$ cat src/rtl/obi2ahb_master_if.sv
// OBI request/response port plus AHB-Lite master port of obi2ahb_master.
// The master modport is the bridge's view; slave is the environment's view.
interface obi2ahb_master_if;
   logic        req_i;
   logic        gnt_o;
   logic [31:0] addr_i;
   logic        we_i;
   logic [3:0]  be_i;
   logic [31:0] wdata_i;
   logic        rvalid_o;
   logic [31:0] rdata_o;
   logic        err_o;
   logic [31:0] HADDR;
   logic [1:0]  HTRANS;
   logic        HWRITE;
   logic [2:0]  HSIZE;
   logic [2:0]  HBURST;
   logic [31:0] HWDATA;
   logic [31:0] HRDATA;
   logic [1:0]  HRESP;
   logic        HREADY;

   modport master (
      input  req_i, addr_i, we_i, be_i, wdata_i, HRDATA, HRESP, HREADY,
      output gnt_o, rvalid_o, rdata_o, err_o,
             HADDR, HTRANS, HWRITE, HSIZE, HBURST, HWDATA
   );

   modport slave (
      output req_i, addr_i, we_i, be_i, wdata_i, HRDATA, HRESP, HREADY,
      input  gnt_o, rvalid_o, rdata_o, err_o,
             HADDR, HTRANS, HWRITE, HSIZE, HBURST, HWDATA
   );
endinterface

$ cat src/rtl/obi2ahb_master.sv
// OBI to AHB-Lite master bridge: one request at a time, illegal byte-enable
// patterns split into pipelined single byte transfers, read lanes merged.
module obi2ahb_master #(
   parameter int unsigned P_MST_ID = 0
) (
   input  logic              HCLK,
   input  logic              HRESETn,
   obi2ahb_master_if.master  bus
);

   typedef enum logic [2:0] {S_IDLE, S_ADDR, S_ADDR_DATA, S_DATA, S_ERR} state_t;
   typedef enum logic [1:0] {HT_IDLE = 2'b00, HT_NONSEQ = 2'b10} htrans_t;

   function automatic logic [3:0] low_bit(input logic [3:0] m);
      return m & (~m + 4'd1);
   endfunction

   function automatic logic is_single(input logic [3:0] be);
      return (be == 4'hF) || (be == 4'h3) || (be == 4'hC) ||
             ((be != 4'h0) && ((be & (be - 4'd1)) == 4'h0));
   endfunction

   function automatic logic [1:0] lane_off(input logic [3:0] lanes);
      if (lanes[0])      return 2'd0;
      else if (lanes[1]) return 2'd1;
      else if (lanes[2]) return 2'd2;
      else               return 2'd3;
   endfunction

   function automatic logic [2:0] lane_size(input logic [3:0] lanes);
      if (lanes == 4'hF)                       return 3'b010;
      else if (lanes == 4'h3 || lanes == 4'hC) return 3'b001;
      else                                     return 3'b000;
   endfunction

   function automatic logic [31:0] lane_mask(input logic [3:0] lanes);
      logic [31:0] m;
      for (int unsigned i = 0; i < 4; i++) m[8*i +: 8] = {8{lanes[i]}};
      return m;
   endfunction

   state_t      state_q, state_d;
   logic [29:0] addr_q, addr_d;
   logic        we_q, we_d, split_q, split_d, errf_q, errf_d;
   logic [3:0]  rem_q, rem_d, alanes_q, alanes_d, dlanes_q, dlanes_d;
   logic [31:0] wdata_q, wdata_d, acc_q, acc_d;
   logic [31:0] haddr_q, haddr_d, hwdata_q, hwdata_d, rdata_q, rdata_d;
   htrans_t     htrans_q, htrans_d;
   logic        hwrite_q, hwrite_d, rvalid_q, rvalid_d, err_q, err_d;
   logic [2:0]  hsize_q, hsize_d;

   logic [3:0]  lanes0, nlanes;
   logic        cap_split, resp_ok;
   logic [31:0] merged;
   logic        unused_addr_lsb;

   assign unused_addr_lsb = ^bus.addr_i[1:0];
   assign cap_split = !is_single(bus.be_i);
   assign lanes0    = cap_split ? low_bit(bus.be_i) : bus.be_i;
   assign nlanes    = split_q ? low_bit(rem_q) : rem_q;
   assign resp_ok   = (bus.HRESP == 2'b00);
   assign merged    = we_q ? acc_q : (acc_q | (bus.HRDATA & lane_mask(dlanes_q)));

   always_comb begin
      state_d  = state_q;   addr_d   = addr_q;   we_d     = we_q;
      split_d  = split_q;   rem_d    = rem_q;    alanes_d = alanes_q;
      dlanes_d = dlanes_q;  wdata_d  = wdata_q;  acc_d    = acc_q;
      errf_d   = errf_q;    haddr_d  = haddr_q;  htrans_d = htrans_q;
      hwrite_d = hwrite_q;  hsize_d  = hsize_q;  hwdata_d = hwdata_q;
      rvalid_d = 1'b0;      rdata_d  = rdata_q;  err_d    = err_q;
      case (state_q)
         S_IDLE: if (bus.req_i) begin
            addr_d  = bus.addr_i[31:2];
            we_d    = bus.we_i;
            wdata_d = bus.wdata_i;
            split_d = cap_split;
            acc_d   = '0;
            errf_d  = 1'b0;
            if (bus.be_i == 4'h0) begin
               rvalid_d = 1'b1;
               rdata_d  = '0;
               err_d    = 1'b0;
            end else begin
               rem_d    = bus.be_i & ~lanes0;
               alanes_d = lanes0;
               haddr_d  = {bus.addr_i[31:2], lane_off(lanes0)};
               hsize_d  = lane_size(lanes0);
               hwrite_d = bus.we_i;
               htrans_d = HT_NONSEQ;
               state_d  = S_ADDR;
            end
         end
         S_ADDR, S_ADDR_DATA: begin
            if (bus.HREADY) begin
               // An ERROR with no preceding wait cycle still lets the rest complete.
               if (state_q == S_ADDR_DATA) begin
                  if (resp_ok) acc_d  = merged;
                  else         errf_d = 1'b1;
               end
               dlanes_d = alanes_q;
               hwdata_d = wdata_q;
               if (rem_q != 4'h0) begin
                  alanes_d = nlanes;
                  rem_d    = rem_q & ~nlanes;
                  haddr_d  = {addr_q, lane_off(nlanes)};
                  hsize_d  = lane_size(nlanes);
                  htrans_d = HT_NONSEQ;
                  state_d  = S_ADDR_DATA;
               end else begin
                  htrans_d = HT_IDLE;
                  state_d  = S_DATA;
               end
            end else if (state_q == S_ADDR_DATA && !resp_ok) begin
               htrans_d = HT_IDLE;
               errf_d   = 1'b1;
               state_d  = S_ERR;
            end
         end
         S_DATA: begin
            if (bus.HREADY) begin
               state_d  = S_IDLE;
               rvalid_d = 1'b1;
               rdata_d  = resp_ok ? merged : acc_q;
               err_d    = errf_q | !resp_ok;
            end else if (!resp_ok) begin
               errf_d  = 1'b1;
               state_d = S_ERR;
            end
         end
         S_ERR: begin
            if (bus.HREADY) begin
               state_d  = S_IDLE;
               rvalid_d = 1'b1;
               rdata_d  = acc_q;
               err_d    = 1'b1;
            end
         end
         default: state_d = S_IDLE;
      endcase
   end

   always_ff @(posedge HCLK) begin
      if (!HRESETn) begin
         state_q  <= S_IDLE;  addr_q   <= '0;      we_q     <= 1'b0;
         split_q  <= 1'b0;    rem_q    <= '0;      alanes_q <= '0;
         dlanes_q <= '0;      wdata_q  <= '0;      acc_q    <= '0;
         errf_q   <= 1'b0;    haddr_q  <= '0;      htrans_q <= HT_IDLE;
         hwrite_q <= 1'b0;    hsize_q  <= 3'b010;  hwdata_q <= '0;
         rvalid_q <= 1'b0;    rdata_q  <= '0;      err_q    <= 1'b0;
      end else begin
         state_q  <= state_d;   addr_q   <= addr_d;   we_q     <= we_d;
         split_q  <= split_d;   rem_q    <= rem_d;    alanes_q <= alanes_d;
         dlanes_q <= dlanes_d;  wdata_q  <= wdata_d;  acc_q    <= acc_d;
         errf_q   <= errf_d;    haddr_q  <= haddr_d;  htrans_q <= htrans_d;
         hwrite_q <= hwrite_d;  hsize_q  <= hsize_d;  hwdata_q <= hwdata_d;
         rvalid_q <= rvalid_d;  rdata_q  <= rdata_d;  err_q    <= err_d;
      end
   end

   assign bus.gnt_o    = HRESETn & (state_q == S_IDLE);
   assign bus.HADDR    = haddr_q;
   assign bus.HTRANS   = htrans_q;
   assign bus.HWRITE   = hwrite_q;
   assign bus.HSIZE    = hsize_q;
   assign bus.HBURST   = 3'b000;
   assign bus.HWDATA   = hwdata_q;
   assign bus.rvalid_o = rvalid_q;
   assign bus.rdata_o  = rdata_q;
   assign bus.err_o    = err_q;

   a_htrans_legal: assert property (@(posedge HCLK) disable iff (!HRESETn)
      (bus.HTRANS == 2'b00) || (bus.HTRANS == 2'b10))
      else $error("RIGOR obi2ahb_master[%0d]: illegal HTRANS", P_MST_ID);

endmodule

$ cat src/flat_wrapper.sv
// flat-port wrapper written by rule: the top's interface ports become plain ports
module obi2ahb_master_flat 
#(
   parameter int unsigned P_MST_ID = 0
)
  (HCLK, HRESETn, bus_req_i, bus_addr_i, bus_we_i, bus_be_i, bus_wdata_i, bus_HRDATA, bus_HRESP, bus_HREADY, bus_gnt_o, bus_rvalid_o, bus_rdata_o, bus_err_o, bus_HADDR, bus_HTRANS, bus_HWRITE, bus_HSIZE, bus_HBURST, bus_HWDATA);
  obi2ahb_master_if bus_i ();
  input  logic HCLK;
  input  logic HRESETn;
  input wire logic [$bits(bus_i.req_i)-1:0] bus_req_i;
  input wire logic [$bits(bus_i.addr_i)-1:0] bus_addr_i;
  input wire logic [$bits(bus_i.we_i)-1:0] bus_we_i;
  input wire logic [$bits(bus_i.be_i)-1:0] bus_be_i;
  input wire logic [$bits(bus_i.wdata_i)-1:0] bus_wdata_i;
  input wire logic [$bits(bus_i.HRDATA)-1:0] bus_HRDATA;
  input wire logic [$bits(bus_i.HRESP)-1:0] bus_HRESP;
  input wire logic [$bits(bus_i.HREADY)-1:0] bus_HREADY;
  output wire logic [$bits(bus_i.gnt_o)-1:0] bus_gnt_o;
  output wire logic [$bits(bus_i.rvalid_o)-1:0] bus_rvalid_o;
  output wire logic [$bits(bus_i.rdata_o)-1:0] bus_rdata_o;
  output wire logic [$bits(bus_i.err_o)-1:0] bus_err_o;
  output wire logic [$bits(bus_i.HADDR)-1:0] bus_HADDR;
  output wire logic [$bits(bus_i.HTRANS)-1:0] bus_HTRANS;
  output wire logic [$bits(bus_i.HWRITE)-1:0] bus_HWRITE;
  output wire logic [$bits(bus_i.HSIZE)-1:0] bus_HSIZE;
  output wire logic [$bits(bus_i.HBURST)-1:0] bus_HBURST;
  output wire logic [$bits(bus_i.HWDATA)-1:0] bus_HWDATA;
  assign bus_i.req_i = bus_req_i;
  assign bus_i.addr_i = bus_addr_i;
  assign bus_i.we_i = bus_we_i;
  assign bus_i.be_i = bus_be_i;
  assign bus_i.wdata_i = bus_wdata_i;
  assign bus_i.HRDATA = bus_HRDATA;
  assign bus_i.HRESP = bus_HRESP;
  assign bus_i.HREADY = bus_HREADY;
  assign bus_gnt_o = bus_i.gnt_o;
  assign bus_rvalid_o = bus_i.rvalid_o;
  assign bus_rdata_o = bus_i.rdata_o;
  assign bus_err_o = bus_i.err_o;
  assign bus_HADDR = bus_i.HADDR;
  assign bus_HTRANS = bus_i.HTRANS;
  assign bus_HWRITE = bus_i.HWRITE;
  assign bus_HSIZE = bus_i.HSIZE;
  assign bus_HBURST = bus_i.HBURST;
  assign bus_HWDATA = bus_i.HWDATA;
  obi2ahb_master #(.P_MST_ID(P_MST_ID)) u_core (.HCLK(HCLK), .HRESETn(HRESETn), .bus(bus_i));
endmodule
$ cat config.mk
export PLATFORM = sky130hd
export DESIGN_NAME = obi2ahb_master_flat
export DESIGN_NICKNAME = d
export VERILOG_FILES = /design/src/rtl/obi2ahb_master_if.sv /design/src/rtl/obi2ahb_master.sv /design/src/flat_wrapper.sv
export SDC_FILE = /design/constraint.sdc
export NUM_CORES = 1
export LEC_CHECK = 0
export CORE_ASPECT_RATIO = 1.75
export CORE_MARGIN = 5
export CORE_UTILIZATION = 49
export DETAILED_ROUTE_END_ITERATION = 7
export PLACE_DENSITY = 0.8
export SYNTH_ARGS = -nofsm -noshare
export SYNTH_HDL_FRONTEND = slang
export SYNTH_SLANG_ARGS = --single-unit
$ cat constraint.sdc
create_clock -name HCLK -period 2.6 [get_ports HCLK]
set_clock_uncertainty 0.15 [all_clocks]
set_input_delay 0.39 -clock HCLK [delete_from_list [all_inputs] [get_ports HCLK]]
set_output_delay 0.39 -clock HCLK [all_outputs]
set_load 0.005 [all_outputs]
# Yosys cells after proc, flatten, opt, wreduce, memory -nomap -nowiden

Index checks and enable logic that the tools add are counted.

Bits in registers: 216
Input bits: 107

Bitwise gates (word level): 14
Mux-type cells: 74
Add/sub/neg operators: 3
Reductions and logical operators: 29
Equal/unequal tests: 25

Operator list:

| operator                                      | count |
|---|---|
| 2-to-1 mux 32 bit                             | 13 |
| one-hot mux 32 bit (2 select lines)           | 2 |
| one-hot mux 32 bit (3 select lines)           | 1 |
| 2-to-1 mux 4 bit                              | 10 |
| 2-to-1 mux 3 bit                              | 13 |
| bitwise AND 32 bit                            | 1 |
| OR 32 bit                                     | 1 |
| == test 4 bit, second input constant          | 6 |
| bitwise AND 4 bit                             | 5 |
| AND reduction 5 bit                           | 4 |
| 2-to-1 mux 1 bit                              | 18 |
| 2-to-1 mux 2 bit                              | 9 |
| inverter 4 bit                                | 4 |
| one-hot mux 4 bit (2 select lines)            | 2 |
| == test 4 x 2 -> 1 bit, second input constant | 3 |
| != test 2 bit, second input constant          | 6 |
| one-hot mux 3 bit (4 select lines)            | 1 |
| adder 4 x 1 -> 4 bit, second input constant   | 2 |
| logical NOT 4 bit                             | 2 |
| AND reduction 4 bit                           | 2 |
| nonzero test 4 bit                            | 2 |
| == test 3 x 2 -> 1 bit, second input constant | 2 |
| != test 2 x 1 -> 1 bit, second input constant | 3 |
| != test 3 x 2 -> 1 bit, second input constant | 2 |
| 21 further kinds                              | 31 |

# Longest topological paths before layout

Word-level depth: 13
Mapped depth: 8

# Least setup slack after synthesis

Ideal clock, no wire load.

Kind: input to register
Start: input bus_be_i[2]
End: register u_core.haddr_q[10], in the netlist u_core.bus.HADDR[10]
Setup time: 0.089 ns
Required time: 2.361 ns
Stages: 7
Arrival: 1.843 ns
Path slack: 0.518 ns
Buffers on the path: 4
Cell sequence: buf_2 or4_1 buf_2 a32o_1 buf_6 buf_6 a311oi_2

Cells in the longest elaborated chain, start to end: 3

RTL lines:

| item                                 | RTL line              | source |
|---|---|---|
| start, declared                      | flat_wrapper.sv:13    | `input wire logic [$bits(bus_i.be_i)-1:0] bus_be_i;` |
| logical NOT 4 bit                    | obi2ahb_master.sv:79  | `if (bus.be_i == 4'h0) begin` |
| != test 2 bit (no source line)       | --                    |  |
| AND reduction 5 bit (no source line) | --                    |  |
| end signal, assigned                 | obi2ahb_master.sv:154 | `errf_q <= errf_d; haddr_q <= haddr_d; htrans_q <= htrans_d;` |
| end, declared                        | obi2ahb_master.sv:47  | `logic [31:0] haddr_q, haddr_d, hwdata_q, hwdata_d, rdata_q, rdata_d;` |

No other way between the ends.
A chain may end at the register's enable or synchronous reset.

# Final worst setup path

Start: register u_core.state_q[2]
End: output bus_gnt_o

Cells in the longest elaborated chain, start to end: 2

RTL lines:

| item                   | RTL line              | source |
|---|---|---|
| start, declared        | obi2ahb_master.sv:42  | `state_t state_q, state_d;` |
| start signal, assigned | obi2ahb_master.sv:151 | `state_q <= state_d; addr_q <= addr_d; we_q <= we_d;` |
| logical NOT 3 bit      | obi2ahb_master.sv:160 | `assign bus.gnt_o = HRESETn & (state_q == S_IDLE);` |
| bitwise AND 1 bit      | obi2ahb_master.sv:160 |  |
| end, declared          | flat_wrapper.sv:18    | `output wire logic [$bits(bus_i.gnt_o)-1:0] bus_gnt_o;` |

No other way between the ends.

==> results_dict.tcl <==
set metrics [dict create \
    period_needed_ns 2.408 \
    layout-drive-gt1-share 0.09367 \
    cts-root-buf "clkbuf_16" \
    slew_viol_final 0 \
    cp.arrival_ns 1.87 \
    drc 0 \
    swShare 0.2597 \
    placed_cell_area_mm2 0.01088 \
    startpoint "u_core.state_q[2]$_SDFFE_PN0P_" \
    hold_viol 0 \
    vias 7764 \
    maxCapViolCount 0 \
    ff_latch_area_mm2 0.004264 \
    combPwrFrac 0.173 \
    final_cells 1444 \
    grt_pass1_wl_um 35620 \
    cts_buffers 21 \
    grt_pass1_vias 7343 \
    clkLatencyLatePin_ns 0.50 \
    clk_pin_slew_ns 0.06 \
    initial_core_util 0.4996 \
    drtIter0Drc 464 \
    grt_overflow 0 \
    dieArea_mm2 0.02011 \
    synth_top_area_frac 0.5036 \
    num-fill-cells 1398 \
    ioPinCount 215 \
    async_flop_share 0 \
    wl_um 22410 \
    met3_usage 0.03902 \
    yosysWarnings 0 \
    placedCellCount 1408 \
    postSynthCellCount 1014 \
    synthFlopType "dfxtp_1" \
    hold_buffers 0 \
    multi_input_area_mm2 0.003777 \
    rr_worst_depth 6 \
    final_area_mm2 0.01154 \
    gp_congestion 0.8288 \
    setup_violations 0 \
    core_mm2 0.01695 \
    max_freq_ghz 0.4154 \
    antenna_found_initial 0 \
    port-buffer-count 207 \
    critPathMaxFanout 11 \
    hold_class "flop to flop" \
    synth_top_area_cell "dfxtp_1" \
    r2r-end "u_core.bus.rdata_o[21]$_SDFFE_PN0P_" \
    yosys-top-cells-area "dfxtp_1 50%, nand2_1 12%, a21oi_1 8.3%, a311oi_2 3.5%, nor2_1 3.3%" \
    grtUsageMet1 0.2402 \
    use_met2 0.3846 \
    p_int_w 0.005837 \
    cts_tree "done" \
    min_path_cells 2 \
    slew_headroom 0.4117 \
    period_share 0.9260 \
    busiest_layer "met2" \
    synth_seq_cells 213 \
    power_density_mw_per_mm2 683.0 \
    vdd_drop_max_mv 0.4531 \
    end_kind "primary output" \
    outcome "complete, no violations" \
    power.switching_w 0.002048 \
    cts_num_sinks 213 \
    viasPerCell 5.377 \
    tightestPinTransition_ns 0.8579 \
    timing.final.ws_setup_ns 0.1925 \
    grt.total_usage 0.2155 \
    syn_area_per_cell_um2 8.350 \
    cp-endpoint "bus_gnt_o" \
    area_growth_pct 36.34 \
    startpoint_type "flop" \
    dp_hpwl_um 15510 \
    ant_nets 0 \
    crit_required_ns 2.06 \
    wl_per_cell_um 15.52 \
    nets 1311 \
    setup.worst_path.class "flop to primary output" \
    cts.path.max_buffers 3 \
    drtPass1Iterations 5 \
    leakagePower_nw 4.014 \
    synth-edff-count 0 \
    rsz0062_at_grt "false" \
    die_h_um 183.9 \
    h-tree-depth 1 \
    n_antenna_cell 0 \
    seqPwrFrac 0.456 \
    cts_setup_buffers 0 \
    r2r-start "u_core.state_q[0]$_SDFFE_PN0P_" \
    ys_types 56 \
    setup_tns_ns 0 \
    yosysSeqAreaShare 0.5036 \
    fp-row-count 63 \
    cts_resized 0 \
    grt_max_degree 55 \
    syn_area_mm2 0.008467 \
    dpl_worst_slack_ns 0.07518 \
    die_w_um 109.4 \
    timing.reg2reg.setup_slack_ns 0.28 \
    clkPwrFrac 0.372 \
]
## Yosys cell counts, types with 2 or more instances
library cell / instances
mux2i_1: 3
xor2_1: 2
inv_1: 10
nor3_1: 35
a211oi_1: 34
a311oi_1: 12
and2_1: 3
buf_4: 9
nor3b_1: 2
o22ai_1: 3
or2_2: 3
buf_2: 24
a31oi_1: 4
a32o_1: 2
or2_1: 2
nor2_1: 74
nand2_1: 277
nor4_4: 3
o21ai_0: 9
nor4b_2: 2
a32oi_1: 2
buf_1: 4
a22oi_1: 34
nand3_1: 6
dfxtp_1: 213
nor4_2: 3
buf_6: 3
a311oi_2: 20
a21oi_1: 140
clkbuf_1: 48
and3_1: 3
## per-stage QoR
stage / utilization / hold WS, ns / power (W)
after floorplan: - / 0.2787 / 0.004375
after detailed placement: 0.6422 / 0.2946 / 0.005033
after global routing: 0.6811 / 0.2872 / 0.008221
after CTS: 0.6811 / 0.2697 / 0.007962
after global placement: 0.6422 / 0.2863 / 0.005004
final: 0.6811 / 0.2838 / 0.007885
## layer usage
metal  vias to the layer above  part of all wire
met2                       257              0.53
met5                         -                 0
met4                         0             0.042
met3                        66             0.061
met1                      3575              0.37
li1                       3866                 -
## cells in the final DEF, fill, tap and decap left out, types with 3 or more instances in the layout
cell,Yosys,layout
and3_1,3,3
o21ai_0,9,9
buf_4,9,35
nand2_1,277,277
and2_1,3,3
nor4_2,3,3
a21oi_1,140,140
nand3_1,6,6
nor3_1,35,35
inv_6,0,3
o22ai_1,3,3
inv_1,10,9
a22oi_1,34,34
a31oi_1,4,4
dfxtp_1,213,213
mux2i_1,3,3
nor2_1,74,74
conb_1,1,5
a211oi_1,34,34
a311oi_2,20,20
a311oi_1,12,12
or2_2,3,3
clkbuf_1,48,6
clkdlybuf4s50_1,0,207
buf_12,0,9
clkbuf_8,0,4
clkbuf_16,0,21
nor4_4,3,3
## power groups by stage
stage	combinational (W)	clock, W	sequential, W
finish	0.00136	0.00293	0.00359
detailed placement	0.00137	0	0.00366
CTS	0.00138	0.00299	0.00359
global route	0.00149	0.00311	0.00362
global placement	0.00135	0	0.00366
floorplan	0.000729	0	0.00365
## how the worst min path moves through the flow
stage	start	endpoint	slack (ns)
floorplan	u_core.alanes_q[1]$_SDFFE_PN0P_	u_core.dlanes_q[1]$_SDFFE_PN0P_	0.28
global placement	u_core.wdata_q[5]$_SDFFE_PN0P_	u_core.bus.HWDATA[5]$_SDFFE_PN0P_	0.29
detailed placement	u_core.wdata_q[28]$_SDFFE_PN0P_	u_core.bus.HWDATA[28]$_SDFFE_PN0P_	0.29
CTS	bus_wdata_i[27]	u_core.wdata_q[27]$_SDFFE_PN0P_	0.27
global route	bus_wdata_i[26]	u_core.wdata_q[26]$_SDFFE_PN0P_	0.29
finish	u_core.wdata_q[29]$_SDFFE_PN0P_	u_core.bus.HWDATA[29]$_SDFFE_PN0P_	0.28
## cells by family after synthesis
kind of cell | synth area share
AOI/OAI and AO/OA | 0.2158
xor gates and xnor gates | 0.003104
buffers and inverters | 0.05364
DFF | 0.5036
muxes | 0.003547
other | 0.0004429
and+or+nand+nor | 0.2199
## cell type report
class / instances / share of cell area
well taps: 227 / 0.02460
clock buffers: 31 / 0.05224
repair buffers: 251 / 0.2179
flip-flops and latches: 213 / 0.3694
clock inverters: 5 / 0.004986
multi-input cells: 707 / 0.3272
inverters: 10 / 0.003685
## registers in the layout, summed over array words and instances (netlist names), 2 cells and up
signal              cells
u_core.addr_q          30
u_core.bus.HSIZE        2
u_core.bus.HADDR       32
u_core.rem_q            3
u_core.bus.HWDATA      32
u_core.acc_q           32
u_core.state_q          3
u_core.bus.rdata_o     32
u_core.dlanes_q         4
u_core.wdata_q         32
u_core.alanes_q         4
## worst max-delay path, stage by stage (launching register included)
cell             delay, ns
dfxtp_1               0.30
buf_4                 0.17
inv_1                 0.11
nand2_1               0.08
nor3_1                0.16
clkdlybuf4s50_1       0.56
(Power assumes the default switching activity.)
